[src/rtl/pipelined_chunk_adder.sv]
// Pipelined WIDTH-bit adder: one CHUNK-bit ripple slice per register stage, carry handed between stages.
// Optional signed-overflow output OVF is enabled by defining ADDER_OVF_EN.
module pipelined_chunk_adder #(
  parameter int unsigned WIDTH = 32,
  parameter int unsigned CHUNK = 8
) (
  input  logic             clk,
  input  logic             rst_n,
  input  logic [WIDTH-1:0] X,
  input  logic [WIDTH-1:0] Y,
  input  logic             Cin,
  input  logic             in_valid,
  output logic             in_ready,
  output logic [WIDTH-1:0] S,
  output logic             Cout,
`ifdef ADDER_OVF_EN
  output logic             OVF,
`endif
  output logic             out_valid,
  input  logic             out_ready
);

  localparam int unsigned STAGES = WIDTH / CHUNK;

  if (CHUNK == 0 || CHUNK > WIDTH || (WIDTH % CHUNK) != 0) begin : g_bad_param
    $error("pipelined_chunk_adder: WIDTH must be a non-zero multiple of CHUNK");
  end

  logic adv;

  assign adv      = out_ready | ~out_valid;
  assign in_ready = adv;

  // Stage k owns sum chunks 0..k; operand chunks above k ride along in its skew registers.
  for (genvar k = 0; k < STAGES; k++) begin : g_stage
    logic                   vi;
    logic                   ci;
    logic                   vld;
    logic                   cy;
    logic [CHUNK-1:0]       a;
    logic [CHUNK-1:0]       b;
    logic [CHUNK:0]         add;
    logic [(k+1)*CHUNK-1:0] sum_d;
    logic [(k+1)*CHUNK-1:0] sum;

    if (k == 0) begin : g_head
      assign vi    = in_valid;
      assign ci    = Cin;
      assign a     = X[CHUNK-1:0];
      assign b     = Y[CHUNK-1:0];
      assign sum_d = add[CHUNK-1:0];
    end else begin : g_body
      assign vi    = g_stage[k-1].vld;
      assign ci    = g_stage[k-1].cy;
      assign a     = g_stage[k-1].g_skew.xs[CHUNK-1:0];
      assign b     = g_stage[k-1].g_skew.ys[CHUNK-1:0];
      assign sum_d = {add[CHUNK-1:0], g_stage[k-1].sum};
    end

    assign add = {1'b0, a} + {1'b0, b} + {{CHUNK{1'b0}}, ci};

    always_ff @(posedge clk or negedge rst_n) begin
      if (!rst_n) begin
        vld <= 1'b0;
        cy  <= 1'b0;
        sum <= '0;
      end else if (adv) begin
        vld <= vi;
        // Data only loads for real transactions so bubbles never leak stale operands.
        if (vi) begin
          cy  <= add[CHUNK];
          sum <= sum_d;
        end
      end
    end

    if (k < STAGES - 1) begin : g_skew
      localparam int unsigned SW = WIDTH - (k + 1) * CHUNK;
      logic [SW-1:0] xs_d;
      logic [SW-1:0] ys_d;
      logic [SW-1:0] xs;
      logic [SW-1:0] ys;

      if (k == 0) begin : g_src_in
        assign xs_d = X[WIDTH-1:CHUNK];
        assign ys_d = Y[WIDTH-1:CHUNK];
      end else begin : g_src_prev
        assign xs_d = g_stage[k-1].g_skew.xs[SW+CHUNK-1:CHUNK];
        assign ys_d = g_stage[k-1].g_skew.ys[SW+CHUNK-1:CHUNK];
      end

      always_ff @(posedge clk or negedge rst_n) begin
        if (!rst_n) begin
          xs <= '0;
          ys <= '0;
        end else if (adv && vi) begin
          xs <= xs_d;
          ys <= ys_d;
        end
      end
    end
  end

  assign S         = g_stage[STAGES-1].sum;
  assign Cout      = g_stage[STAGES-1].cy;
  assign out_valid = g_stage[STAGES-1].vld;

`ifdef ADDER_OVF_EN
  logic ovf_d;
  logic ovf_q;

  // Carry into the MSB is a^b^sum at that bit; signed overflow is that XOR carry-out.
  assign ovf_d = g_stage[STAGES-1].add[CHUNK]
               ^ g_stage[STAGES-1].a[CHUNK-1]
               ^ g_stage[STAGES-1].b[CHUNK-1]
               ^ g_stage[STAGES-1].add[CHUNK-1];

  always_ff @(posedge clk or negedge rst_n) begin
    if (!rst_n) begin
      ovf_q <= 1'b0;
    end else if (adv && g_stage[STAGES-1].vi) begin
      ovf_q <= ovf_d;
    end
  end

  assign OVF = ovf_q;
`endif

endmodule

[config.mk]
export PLATFORM = sky130hd
export DESIGN_NAME = pipelined_chunk_adder
export DESIGN_NICKNAME = d
export VERILOG_FILES = /design/src/rtl/pipelined_chunk_adder.sv
export SDC_FILE = /design/constraint.sdc
export NUM_CORES = 1
export LEC_CHECK = 0
export CORE_MARGIN = 3
export CORE_UTILIZATION = 30
export DETAILED_ROUTE_END_ITERATION = 8
export GPL_TIMING_DRIVEN = 0
export PLACE_DENSITY = 0.48
export SYNTH_ARGS = -nofsm -noshare
export SYNTH_HDL_FRONTEND = slang
export SYNTH_SLANG_ARGS = --single-unit
[constraint.sdc]
create_clock -name clk -period 3.4 [get_ports clk]
set_input_delay 0.34 -clock clk [delete_from_list [all_inputs] [get_ports clk]]
set_output_delay 0.34 -clock clk [all_outputs]
set_load 0.01 [all_outputs]
---- Yosys cells after proc, flatten, opt, wreduce, memory -nomap -nowiden ----
Index checks and enable logic that the tools add are counted.
word-level totals
  register bits ........................... 184
  bits in latches ......................... 0
  bits in writable memories ............... 0
  bits in read-only memories .............. 0
  input bits .............................. 69
  output and inout bits ................... 35
  word-level logic and storage cells ...... 35
  memories kept ........................... 0
cells by class
  add/sub/neg operators ................... 8
  multipliers ............................. 0
  div/mod/pow operators ................... 0
  $lt $le $gt $ge ......................... 0
  eq/ne operators ......................... 0
  shifts and indexed selects .............. 0
  mux-type cells .......................... 0
  bitwise operators ....................... 2
  reduce and logical (&&, ||, !) cells .... 7
operators by type and width
  kind               number
  $add 8x8->9        4
  $add 9x1->9        4
  $reduce_and 2->1   4
  $logic_and 1x1->1  3
  $not 1->1          1
  $or 1x1->1         1

---- Depth between registers and ports, before layout ----
  word-level depth ........................ 3
  gate-level depth with buffers ........... 7
  mapped depth without buffers ............ 6

---- Least setup slack after synthesis ----
OpenSTA, ideal clock, no wires.
  kind .................................... flip-flop to flip-flop
  from .................................... register g_stage[0].cy
  to ...................................... register g_stage[1].cy
  setup time .............................. 0.124 ns
  arrival time ............................ 2.092 ns
  data required time ...................... 3.276 ns
  path slack .............................. 1.184 ns
  cell stages (with the launch flop) ...... 7
  path buffers ............................ 0
  clock period less this slack ............ 2.216 ns
  cells stage by stage .................... dfrtp_1 > fa_1 > fa_1 > a21oi_1 > o21ai_0 > o31a_1 > o31a_1
between the ends
  longest elaborated chain between the ends .. 1
RTL lines
  item                    line  RTL
  start, declared         39    logic cy;
  start signal, assigned  71    cy <= add[CHUNK];
  $add 9x1->9             60    assign add = {1'b0, a} + {1'b0, b} + {{CHUNK{1'b0}}, ci};
  end signal, assigned    71
  end, declared           39
No other way between the ends.
A chain may end at the register's enable or synchronous reset.

---- Worst setup path in the final report ----
  from .................................... register g_stage[2].cy
  to ...................................... register g_stage[3].cy, in the netlist Cout
between the ends
  longest elaborated chain between the ends .. 1
RTL lines
  item                    line
  start, declared         39
  start signal, assigned  71
  $add 9x1->9             60
  end signal, assigned    71
  end, declared           39
No other way between the ends.

==> flow_metrics.py <==
metrics = {
    "power": {
        "p_int_mw": 6.344,
        "leakage_nw": 4.297,
        "p_clk_share_pct": 19.5,
        "ir_drop_mv": 0.4331,
        "power.switching_mw": 3.319,
        "comb_power_share_pct": 41.6,
        "power.density_mw_per_mm2": 941.6,
        "p_sw_share_pct": 34.35,
        "p_seq_share_pct": 38.9,
    },
    "layout": {
        "drive_above_1_share_pct": 30.12,
        "layout_common_cells": "184 x dfrtp_1, 152 x mux2_2, 102 x clkdlybuf4s50_1",
        "area_delta_synth_final_pct": 25.03,
        "diodes": 0,
        "layout_commonest_cell": "dfrtp_1",
        "stdcell_area_sq_mm": 0.01026,
        "fill_cells": 2506,
        "fin_nets": 819,
        "fin_util_pct": 38.72,
        "fin_cells": 1062,
    },
    "routing": {
        "wl_um": 18250,
        "drt_pass1_iterations": 5,
        "final_antenna_net_count": 0,
        "wl_per_cell_um": 17.19,
        "drt_iter0_markers": 199,
        "via_per_inst": 4.838,
        "dr_total_vias": 5138,
        "drc": 0,
    },
    "timing": {
        "layout_min_cycle_time_ns": 2.526,
        "relSlewSlack_pct": 59.46,
        "setup_viol": 0,
        "finalHoldViolations": 0,
        "report.final.slew_viol_count": 0,
        "skew_ns": 0.01493,
        "rsz0062_at_grt": "false",
        "period_share_pct": 74.30,
        "worst_slack_ns": 0.8738,
        "fmax_mhz": 395.8,
        "worst_pin_slew_ns": 0.6081,
    },
    "synthesis": {
        "ys_top_cells_by_area": "dfrtp_1 56%, mux2_2 21%, ha_1 4.3%, fa_1 2.0%, o21ai_0 1.5%",
        "syn_inst": 590,
        "ys_seq_area_share_pct": 56.10,
        "synth_area_sq_mm": 0.008208,
        "synth_top_area_cell": "dfrtp_1",
        "synth_top_area_share_pct": 56.10,
        "syn_avg_cell_area_sq_um": 13.91,
        "ys_warn_count": 0,
        "synthesis.nets": 695,
        "synth.distinct_cells": 43,
        "ys_ff_latch": 184,
    },
    "place": {
        "dpl.hpwl_um": 13390,
        "gp_congestion": 0.8162,
        "dpl_cell_area_sq_mm": 0.009691,
        "dp_cells": 1029,
        "io_buffers": 103,
        "post-place-ws_ns": 0.5256,
    },
    "cts": {
        "clock-sinks": 184,
        "cts-root-buf": "clkbuf_16",
        "cts_buffer_depth": 2,
        "cts_tree": "done",
        "htreeDepth": 4,
        "clock_latency_ns": 0.43,
        "cts_buffers": 17,
        "clk_pin_slew_ns": 0.07,
    },
    "global_routing": {
        "gr-total-overflow": 0,
        "grt_usage_pct": 12.97,
        "grt_max_degree": 109,
        "antenna_found_initial": 0,
        "grt_pass1_vias": 5452,
        "grt_pass1_wl_um": 29570,
    },
    "critical_path": {
        "cp_max_fo": 3,
        "rrSetupSlack_ns": 0.87,
        "crit_type": "reg -> reg",
        "rr_endpoint": "Cout",
        "r2r-start": "g_stage[2].cy",
        "required_ns": 3.71,
        "crit_arrival_ns": 2.84,
        "reg2reg_depth": 6,
        "critPathCaptureType": "flip-flop",
        "cp.depth": 6,
        "cp_slowest_cell": "fa_1",
        "crit_path_start_kind": "flip-flop",
        "critPathTopFamily": "compound AO/OA/AOI/OAI gates",
        "crit_chain": "fa_1, fa_1, a21oi_1, o21ai_0, o31a_1, o31a_1",
        "cpPeakStageDelay_ns": 0.50,
        "crit_buf_inv": 0,
    },
    "floorplanning": {
        "die_height_um": 171.4,
        "rows": 59,
        "core_area_sq_mm": 0.02650,
        "start_util_pct": 30.97,
        "die_area_sq_mm": 0.02938,
        "die_x_um": 171.4,
        "io_pins": 104,
    },
    "worst_hold_path": {
        "worstHoldPathType": "in -> async",
    },
    "run_status": {
        "status": "complete, no violations",
    },
    "flow_run": {
        "cap_violations": 0,
    },
}
## how the worst max path moves through the flow
stage / from / endpoint / slack, ns
2_1_floorplan: g_stage[0].cy / g_stage[1].cy / 1.18
3_3_place_gp: rst_n / g_stage[0].g_skew.ys[10] / -5.65
3_5_place_dp: X[0] / g_stage[0].cy / 0.53
4_1_cts: g_stage[2].cy / Cout / 0.91
5_1_grt: g_stage[2].cy / Cout / 0.77
6_report: g_stage[2].cy / Cout / 0.87
## state kept, by name, summed over array words and instances (netlist names)
name	flops
g_stage.g_skew.xs	48
g_stage.g_skew.ys	48
g_stage.sum	48
S	32
g_stage.cy	3
g_stage.vld	3
Cout	1
out_valid	1
## through the flow
step	setup TNS (ns)	hold WS, ns	total power [mW]
6_report	0	0.4698	9.663
5_1_grt	0	0.4977	10.44
4_1_cts	0	0.4823	9.814
3_5_place_dp	0	0.3550	7.880
3_3_place_gp	-1037.51	0.4627	7.748
2_1_floorplan	0	0.04441	6.459
## logic make-up (layout without fill, tap and decap cells)
group / Yosys count / in the layout / synth area share, %
multiplexers: 152 / 152 / 20.85
buffers and inverters: 35 / 172 / 2.332
flip-flops: 184 / 184 / 56.10
AND/OR/NAND/NOR: 78 / 78 / 5.427
AO/OA/AOI/OAI: 99 / 99 / 8.430
adder cells (fa/ha/maj): 36 / 36 / 6.220
XOR/XNOR: 6 / 6 / 0.6402
## power by group through the flow
stage | logic (mW) | registers [mW] | clock network [mW]
2_1_floorplan | 2.76 | 3.70 | 0
3_3_place_gp | 3.94 | 3.80 | 0
3_5_place_dp | 4.05 | 3.83 | 0
4_1_cts | 4.08 | 3.78 | 1.95
5_1_grt | 4.50 | 3.90 | 2.04
6_report | 4.02 | 3.76 | 1.89
## per-layer routing
layer | global-route usage, % | vias up | part of all wire (%) | wire, um
li1 | - | 2423 | - | -
met1 | 17.79 | 2606 | 48 | 8845
met2 | 21.14 | 98 | 48 | 8691
met3 | 2.459 | 11 | 2.7 | 497
met4 | 3.604 | 0 | 1.2 | 218
met5 | 0 | - | 0 | 0
## synthesized netlist by cell type
| cell type | number |
|---|---|
| nor3_1 | 4 |
| o21a_1 | 7 |
| o22a_1 | 3 |
| ha_1 | 28 |
| buf_4 | 6 |
| o31ai_1 | 12 |
| clkinv_8 | 1 |
| o21ai_0 | 25 |
| nor2_4 | 2 |
| buf_6 | 1 |
| nor2_1 | 9 |
| inv_2 | 2 |
| a31o_2 | 1 |
| xor2_1 | 1 |
| xnor2_1 | 5 |
| a21o_1 | 4 |
| nand3_1 | 3 |
| nand3b_1 | 4 |
| a211oi_1 | 10 |
| or3_1 | 3 |
| nand2_1 | 28 |
| o22ai_1 | 1 |
| fa_1 | 8 |
| nand4_1 | 3 |
| o31a_1 | 9 |
| buf_2 | 14 |
| and2_1 | 2 |
| nor2b_1 | 4 |
| inv_1 | 11 |
| mux2_2 | 152 |
| a21oi_1 | 8 |
| nand2_2 | 2 |
| o211ai_1 | 12 |
| nand2_4 | 2 |
| or4b_1 | 3 |
| nor2b_4 | 1 |
| a221oi_1 | 3 |
| nor4b_1 | 6 |
| or2_2 | 1 |
| a211o_1 | 1 |
| dfrtp_1 | 184 |
| and3_1 | 1 |
| a2111o_1 | 3 |
## area by class of cell
class	count	area (sq um)	area share [%]
Timing Repair Buffer	105	1074	10.46
Sequential cell	184	4604	44.87
Clock inverter	15	136.4	1.329
Clock buffer	17	425.4	4.145
Buffer	21	126.4	1.231
Multi-Input combinational cell	371	3412	33.25
Inverter	14	65.06	0.6340
Tap cell	335	419.2	4.084
## repair_timing
| action | 4_1_cts | 5_1_grt |
|---|---|---|
| setup endpoints to repair | 0 | 0 |
| hold endpoints to repair | 76 | 0 |
| resized for setup | 0 | 0 |
| setup buffers | 0 | 0 |
| hold buffers | 1 | 0 |
Power figures use the tool's default switching activity.
